===== config.mk =====
export PLATFORM = sky130hd
export DESIGN_NAME = ysyx_23060203_mem_arb
export DESIGN_NICKNAME = d
export VERILOG_FILES = /design/src/rtl/ysyx_23060203_mem_arb.sv
export SDC_FILE = /design/constraint.sdc
export NUM_CORES = 1
export LEC_CHECK = 0
export CAP_MARGIN = 20
export CORE_MARGIN = 10
export CORE_UTILIZATION = 20
export CTS_CLUSTER_SIZE = 30
export DETAILED_ROUTE_END_ITERATION = 10
export PLACE_DENSITY_LB_ADDON = 0.15
export SLEW_MARGIN = 20
export SYNTH_ARGS = -nofsm -noshare
export SYNTH_HDL_FRONTEND = slang
export SYNTH_SLANG_ARGS = --single-unit

===== constraint.sdc =====
create_clock -name clock -period 2.11 [get_ports clock]
set_clock_uncertainty 0.15 [all_clocks]
set_input_delay 0.3165 -clock clock [delete_from_list [all_inputs] [get_ports clock]]
set_output_delay 0.3165 -clock clock [all_outputs]
set_load 0.05 [all_outputs]

===== src/rtl/ysyx_23060203_mem_arb.sv =====
// Read-only AXI arbiter: two requesters (IFU, LSU) share a single downstream
// read port. Only one transaction is in flight at a time, and every
// transaction passes through IDLE once, which costs a 1-cycle bubble.
// Optional feature: define YSYX_23060203_ARB_RR_EN for round-robin between
// simultaneous requests. Without it, LSU always wins a tie.
module ysyx_23060203_mem_arb #(
  parameter int ADDR_W = 32
) (
  input  logic              clock,
  input  logic              reset,
  // IFU read address / data
  input  logic              ifu_arvalid,
  output logic              ifu_arready,
  input  logic [ADDR_W-1:0] ifu_araddr,
  input  logic [7:0]        ifu_arlen,
  input  logic [2:0]        ifu_arsize,
  output logic              ifu_rvalid,
  input  logic              ifu_rready,
  output logic [31:0]       ifu_rdata,
  output logic [1:0]        ifu_rresp,
  output logic              ifu_rlast,
  // LSU read address / data
  input  logic              lsu_arvalid,
  output logic              lsu_arready,
  input  logic [ADDR_W-1:0] lsu_araddr,
  input  logic [7:0]        lsu_arlen,
  input  logic [2:0]        lsu_arsize,
  output logic              lsu_rvalid,
  input  logic              lsu_rready,
  output logic [31:0]       lsu_rdata,
  output logic [1:0]        lsu_rresp,
  output logic              lsu_rlast,
  // downstream memory
  output logic              mem_arvalid,
  input  logic              mem_arready,
  output logic [ADDR_W-1:0] mem_araddr,
  output logic [7:0]        mem_arlen,
  output logic [2:0]        mem_arsize,
  input  logic              mem_rvalid,
  output logic              mem_rready,
  input  logic [31:0]       mem_rdata,
  input  logic [1:0]        mem_rresp,
  input  logic              mem_rlast
);

  localparam logic OWN_IFU = 1'b0;
  localparam logic OWN_LSU = 1'b1;

  typedef enum logic [1:0] {
    S_IDLE = 2'd0,
    S_ADDR = 2'd1,
    S_DATA = 2'd2
  } state_t;

  state_t state_q, state_d;
  logic   owner_q, owner_d;
  logic   last_owner_q, last_owner_d;
  logic   grant_lsu;

  logic              own_arvalid;
  logic              own_rready;
  logic [ADDR_W-1:0] own_araddr;
  logic [7:0]        own_arlen;
  logic [2:0]        own_arsize;
  logic              in_addr;
  logic              in_data;
  logic              sel_ifu;
  logic              sel_lsu;

  // Route the current owner's request signals onto a common set of wires
  always_comb begin
    if (owner_q == OWN_LSU) begin
      own_arvalid = lsu_arvalid;
      own_rready  = lsu_rready;
      own_araddr  = lsu_araddr;
      own_arlen   = lsu_arlen;
      own_arsize  = lsu_arsize;
    end else begin
      own_arvalid = ifu_arvalid;
      own_rready  = ifu_rready;
      own_araddr  = ifu_araddr;
      own_arlen   = ifu_arlen;
      own_arsize  = ifu_arsize;
    end
  end

`ifdef YSYX_23060203_ARB_RR_EN
  // On a tie, the requester that did not own the bus last time wins.
  assign grant_lsu = lsu_arvalid & (~ifu_arvalid | (last_owner_q == OWN_IFU));
`else
  // Fixed priority: LSU wins any tie; last_owner is tracked but not consulted.
  assign grant_lsu = lsu_arvalid;
`endif

  // Next-state logic: grant in IDLE, wait for the AR handshake, then drain the R burst
  always_comb begin
    state_d      = state_q;
    owner_d      = owner_q;
    last_owner_d = last_owner_q;
    case (state_q)
      S_IDLE: begin
        if (ifu_arvalid || lsu_arvalid) begin
          owner_d = grant_lsu ? OWN_LSU : OWN_IFU;
          state_d = S_ADDR;
        end
      end
      S_ADDR: begin
        if (own_arvalid && mem_arready) begin
          state_d      = S_DATA;
          last_owner_d = owner_q;
        end
      end
      S_DATA: begin
        if (mem_rvalid && own_rready && mem_rlast) begin
          state_d = S_IDLE;
        end
      end
      default: state_d = S_IDLE;
    endcase
  end

  // State registers; reset drops to IDLE at once, which silences every output
  always_ff @(posedge clock or posedge reset) begin
    if (reset) begin
      state_q      <= S_IDLE;
      owner_q      <= OWN_IFU;
      last_owner_q <= OWN_IFU;
    end else begin
      state_q      <= state_d;
      owner_q      <= owner_d;
      last_owner_q <= last_owner_d;
    end
  end

  assign in_addr = (state_q == S_ADDR);
  assign in_data = (state_q == S_DATA);
  assign sel_ifu = (owner_q == OWN_IFU);
  assign sel_lsu = (owner_q == OWN_LSU);

  // Address channel: pass the owner's request through while in ADDR
  always_comb begin
    mem_arvalid = in_addr & own_arvalid;
    mem_araddr  = in_addr ? own_araddr : '0;
    mem_arlen   = in_addr ? own_arlen  : '0;
    mem_arsize  = in_addr ? own_arsize : '0;
    ifu_arready = in_addr & sel_ifu & mem_arready;
    lsu_arready = in_addr & sel_lsu & mem_arready;
  end

  // Data channel: steer memory beats to the owner while in DATA
  always_comb begin
    mem_rready = in_data & own_rready;
    ifu_rvalid = in_data & sel_ifu & mem_rvalid;
    ifu_rdata  = (in_data & sel_ifu) ? mem_rdata : '0;
    ifu_rresp  = (in_data & sel_ifu) ? mem_rresp : '0;
    ifu_rlast  = in_data & sel_ifu & mem_rlast;
    lsu_rvalid = in_data & sel_lsu & mem_rvalid;
    lsu_rdata  = (in_data & sel_lsu) ? mem_rdata : '0;
    lsu_rresp  = (in_data & sel_lsu) ? mem_rresp : '0;
    lsu_rlast  = in_data & sel_lsu & mem_rlast;
  end

endmodule


==> results.json, run 1 <==
{
  "syn_area_um2": 1199,
  "syn-mean-instance-area_um2": 7.684,
  "arrival_ns": 1.60,
  "dr.pass1.iters": 4,
  "synth_top_area_share_pct": 38.62,
  "synth_top_family_by_area": "simple AND/OR/NAND/NOR gates",
  "r2r_setup_slack_ns": 0.83,
  "synth_compound_area_share_pct": 33.61,
  "grt_max_degree": 45,
  "pre_cts_slack_ns": 0.2573,
  "core_area_um2": 5886,
  "synth_cells": 156,
  "relSlewSlack_pct": 79.68,
  "fillers": 312,
  "htree_num_levels": 1,
  "first_global_vias": 2360,
  "p_per_area_nw_per_um2": 1380,
  "cts_root_buffer": "clkbuf_8",
  "cts_tree": "built",
  "vdd_drop_max_mv": 1.297,
  "synth_adder_area_share_pct": 0,
  "num_vias": 2206,
  "async_flop_share_pct": 100.0,
  "synth_most_common_cell": "and2_1",
  "ys_ff_latch": 3,
  "ys_types": 15,
  "synth_top_area_cell": "and2_1",
  "synthTopCellsByCount": "and2_1, a22o_1, buf_6",
  "layout_min_cycle_time_ns": 2.066,
  "power_mw": 6.929,
  "wl_per_cell_um": 23.91,
  "netlist_top_cells_area": "and2_1, a22o_1, buf_6, dfrtp_1, nor2_4",
  "io_buffers": 247,
  "grt_usage_pct": 21.02,
  "worst_slack_ns": 0.04447,
  "synth_simple_gate_area_share_pct": 47.18,
  "clk_latency_ns": 0.23,
  "die_y_um": 97.42,
  "die_x_um": 97.42,
  "cts_max_path_buffers": 2,
  "cts.sinks": 3,
  "cts.clk_slew.worst_paths_ns": 0.03,
  "rows": 28,
  "synth_edf_count": 0,
  "worstMarginPinSlew_ns": 0.3039,
  "ys_warn_count": 0,
  "crit_required_ns": 1.64,
  "dominantRegCellSynth": "dfrtp_1",
  "initial_core_util_pct": 20.37,
  "r2r_cells": 3,
  "p_leak_nw": 2.076,
  "numCtsBuffers": 3,
  "drive_gt1_share_pct": 34.59,
  "seq_area_frac_synth_pct": 6.263,
  "hold_path.class": "input pin to async pin",
  "cts_setup_buffers": 0,
  "fin_crit_sh_pct": 97.89,
  "crit_type": "register to primary output",
  "setup_violations": 0,
  "timing.rr.end": "state_q[1]",
  "syn_to_final_growth_pct": 318.9,
  "drt_iter0_drc": 92,
  "timing.fmax_ghz": 0.4841,
  "grt-ovfl-total": 0,
  "dieArea_um2": 9490,
  "globalplace.congestion": 0.8116,
  "drt-vias-per-instance": 4.654,
  "slew_violations": 0,
  "cts_hold_buf": 0,
  "cts_resized": 0,
  "num_antenna_cells": 0,
  "end_kind": "primary output",
  "cap_violations": 0,
  "drt-total-wl_um": 11330,
  "layout.nets": 529,
  "timing.rr.start": "state_q[1]",
  "mappedNetlistNets": 285,
  "synth_xor_area_share_pct": 0,
  "path_max_fanout": 22,
  "num_io_pins": 248,
  "place_hpwl_um": 9921,
  "fin_tns_setup_ns": 0,
  "ant_nets": 0,
  "post-route-drc-count": 0,
  "antenna_found_initial": 0,
  "grt_pass1_wl_um": 15690,
  "status": "complete, no violations",
  "synth_mux_area_share_pct": 1.670,
  "start_kind": "register",
  "hold_violations": 0
}
-- how the worst max path moves through the flow --
stage	start	end	slack [ns]	depth (start not counted)
global route	state_q[1]	mem_araddr[14]	-0.001	5
global placement	owner_q	mem_araddr[15]	0.30	5
CTS	owner_q	mem_araddr[17]	0.01	5
detailed placement	owner_q	mem_araddr[17]	0.26	5
finish	state_q[1]	mem_araddr[15]	0.04	5
floorplan	state_q[1]	mem_araddr[10]	0.28	4
-- layout make-up --
| class | count | area [um^2] | share of cell area [%] |
|---|---|---|---|
| inverters | 2 | 7.507 | 0.1495 |
| flip-flops and latches | 3 | 76.32 | 1.520 |
| well taps | 75 | 93.84 | 1.869 |
| repair buffers | 254 | 3801 | 75.70 |
| clock buffers | 4 | 45.04 | 0.8971 |
| multi-input cells | 136 | 997.2 | 19.86 |
-- cells by family (layout without fill, tap and decap cells) --
family,after synthesis,in the layout
AO/OA/AOI/OAI,46,46
buffers and inverters,17,260
flip-flops,3,3
multiplexers,2,2
AND/OR/NAND/NOR,88,88
-- cells in the final DEF, fill, tap and decap left out, drive strengths merged --
| master | n |
|---|---|
| a22o | 44 |
| and2 | 74 |
| buf | 124 |
| clkbuf | 6 |
| clkdlybuf4s50 | 128 |
| dfrtp | 3 |
| inv | 2 |
| mux2i | 2 |
| nand2 | 3 |
| nand2b | 2 |
| nor2 | 9 |
| o2bb2ai | 1 |
| o32ai | 1 |
-- report_power, final --
part / internal, mW / total (mW) / switching (mW)
sequential: 0.0877 / 0.147 / 0.0590
combinational: 3.11 / 6.60 / 3.49
clock: 0.130 / 0.179 / 0.0490
-- through the flow --
step                instance area (um^2)  utilization, %  hold slack (ns)  instances
global placement                    4916           83.52           0.3424        468
detailed placement                  4916           83.52           0.3468        468
CTS                                 4961           84.29           0.1073        472
floorplan                           1199               -         -0.07986        156
finish                              5021           85.31           0.1130        474
global route                        5021           85.31           0.1357        474
-- worst max-delay path, stage by stage (launching register included) --
cell and delay (ns):
dfrtp_1 0.44, nand2b_4 0.21, nor2_4 0.15, clkbuf_16 0.21, a22o_1 0.20, buf_12 0.15
-- routing by layer --
layer,GRT usage (%),share of wire (%)
met1,20.30,33
met2,40.73,56
met3,7.824,9.4
met4,4.922,2.0
met5,0,0
-- flip-flops by register name (all words and copies together) (netlist names) --
register / count
owner_q: 1
state_q: 2
Power figures use the tool's default switching activity.
==> inputs of run 2 (changes only) <==
CELL_PAD_IN_SITES_DETAIL_PLACEMENT = 2   (was default)
CELL_PAD_IN_SITES_GLOBAL_PLACEMENT = 2   (was default)
CORE_UTILIZATION = 10   (was 20)
==> results.json, run 2 (synthesis gave the netlist of run 1 again) <==
{
  "largest_register_ff_count": 2,
  "place_hpwl_um": 10460,
  "cts_max_path_buffers": 2,
  "cts_root_buffer": "clkbuf_16",
  "cts.sinks": 3,
  "io_buffers": 247,
  "drt_iter0_drc": 35,
  "crit_path_frequent_cell": "buf_12",
  "cp.depth": 6,
  "globalplace.congestion": 0.7472,
  "rows": 39,
  "dieArea_um2": 16770,
  "post-route-drc-count": 0,
  "cts_tree": "built",
  "worst_slack_ns": 0.02932,
  "numCtsBuffers": 3,
  "status": "complete, no violations",
  "fillers": 1207,
  "hold_path.class": "input pin to async pin",
  "dr.pass1.iters": 4,
  "final_cell_mix": "clkdlybuf4s50_1, buf_12, and2_1",
  "num_io_pins": 248,
  "dpl.cell_count": 535,
  "core_area_um2": 11560,
  "critical-path-top-delay-family": "buffers and inverters",
  "power_mw": 7.214,
  "setup_violations": 0,
  "timing.fmax_ghz": 0.4806,
  "first_global_vias": 2508,
  "syn_to_final_growth_pct": 334.6,
  "regMostFlops": "state_q",
  "cap_violations": 0,
  "path_max_fanout": 11,
  "htree_num_levels": 1,
  "grt_pass1_wl_um": 16990,
  "end_kind": "primary output",
  "cp_cell_sequence": "nand2b_4 -> nor2_4 -> buf_12 -> buf_8 -> a22o_1 -> buf_12",
  "arrival_ns": 1.61,
  "die_y_um": 129.5,
  "r2r_setup_slack_ns": 0.77,
  "antenna_found_initial": 1,
  "ant_nets": 0,
  "grt_max_degree": 45,
  "fin_tns_setup_ns": 0,
  "p_leak_nw": 2.122,
  "clk_latency_ns": 0.22,
  "cts.clk_slew.worst_paths_ns": 0.03,
  "num_vias": 2225,
  "layout_min_cycle_time_ns": 2.081,
  "instances_no_fill": 545,
  "initial_core_util_pct": 10.36,
  "worstMarginPinSlew_ns": 0.2803,
  "p_per_area_nw_per_um2": 1385,
  "layout.nets": 531,
  "crit_buf_inv": 3,
  "crit_type": "register to primary output",
  "fin_crit_sh_pct": 98.61,
  "die_x_um": 129.5,
  "dpl_cell_area_um2": 4994,
  "wl_per_cell_um": 22.79,
  "grt_usage_pct": 13.17,
  "drt-vias-per-instance": 4.083,
  "layout_commonest_cell": "clkdlybuf4s50_1",
  "pre_cts_slack_ns": 0.1961,
  "cts_hold_buf": 0,
  "relSlewSlack_pct": 81.25,
  "vdd_drop_max_mv": 0.7411,
  "start_kind": "register",
  "largest_registers": "state_q (2), owner_q (1)",
  "hold_violations": 0,
  "r2r_cells": 3,
  "crit_required_ns": 1.64,
  "drt-total-wl_um": 12420,
  "slowest_delay_ns": 0.43,
  "grt-ovfl-total": 0,
  "final_cell_area_um2": 5209,
  "rsz0062_at_grt": "true",
  "drive_gt1_share_pct": 35.91,
  "cp_slowest_cell": "dfrtp_2",
  "slew_violations": 0
}
[run 2: cell count changes in the layout (fill, tap and decap cells not counted), sizes merged]
cell and change:
diode +1, buf +2
[run 2: final timing paths]
check                                 from              to
worst max-delay path            state_q[1]  mem_araddr[18]
worst min-delay path                 reset         owner_q
worst max register to register     owner_q      state_q[1]
worst min register to register  state_q[1]      state_q[0]
max in group asynchronous            reset      state_q[1]
min in group clock              state_q[1]      state_q[0]
[run 2: cell type report]
| cell class | count | area, um^2 | area share, % |
|---|---|---|---|
| Antenna cell | 1 | 2.502 | 0.04804 |
| Clock buffer | 4 | 78.83 | 1.513 |
| Multi-Input combinational cell | 136 | 1023 | 19.65 |
| Sequential cell | 3 | 77.57 | 1.489 |
| Timing Repair Buffer | 256 | 3840 | 73.72 |
| Tap cell | 143 | 178.9 | 3.435 |
| Inverter | 2 | 7.507 | 0.1441 |
[run 2: timing repair]
item                                    4_1_cts  5_1_grt
cloned                                        0        4
resized for setup                             1        6
endpoints found under the setup margin       44       36
buffers inserted                              0        1
pin swaps                                     0       11
[run 2: stage by stage]
step           hold WS [ns]  util, %
4_1_cts              0.1390    43.87
3_3_place_gp         0.3595    43.18
6_report             0.1280    45.04
2_1_floorplan      -0.07986        -
5_1_grt              0.1492    45.04
3_5_place_dp         0.3701    43.18
[run 2: report_power, final]
part	switching, mW	total, mW	leakage [nW]	internal, mW
clock network	0.0520	0.301	0.0382	0.249
registers	0.0619	0.151	0.0333	0.0894
logic	3.54	6.76	2.05	3.22
[run 2: layer usage]
metal  global-route usage (%)  share of wire [%]  vias to the layer above
li1                         -                  -                     1045
met1                    11.93                 30                     1058
met4                    1.521                1.2                        0
met2                    27.84                 59                      112
met3                    4.486                9.3                       10
met5                        0                  0                        -
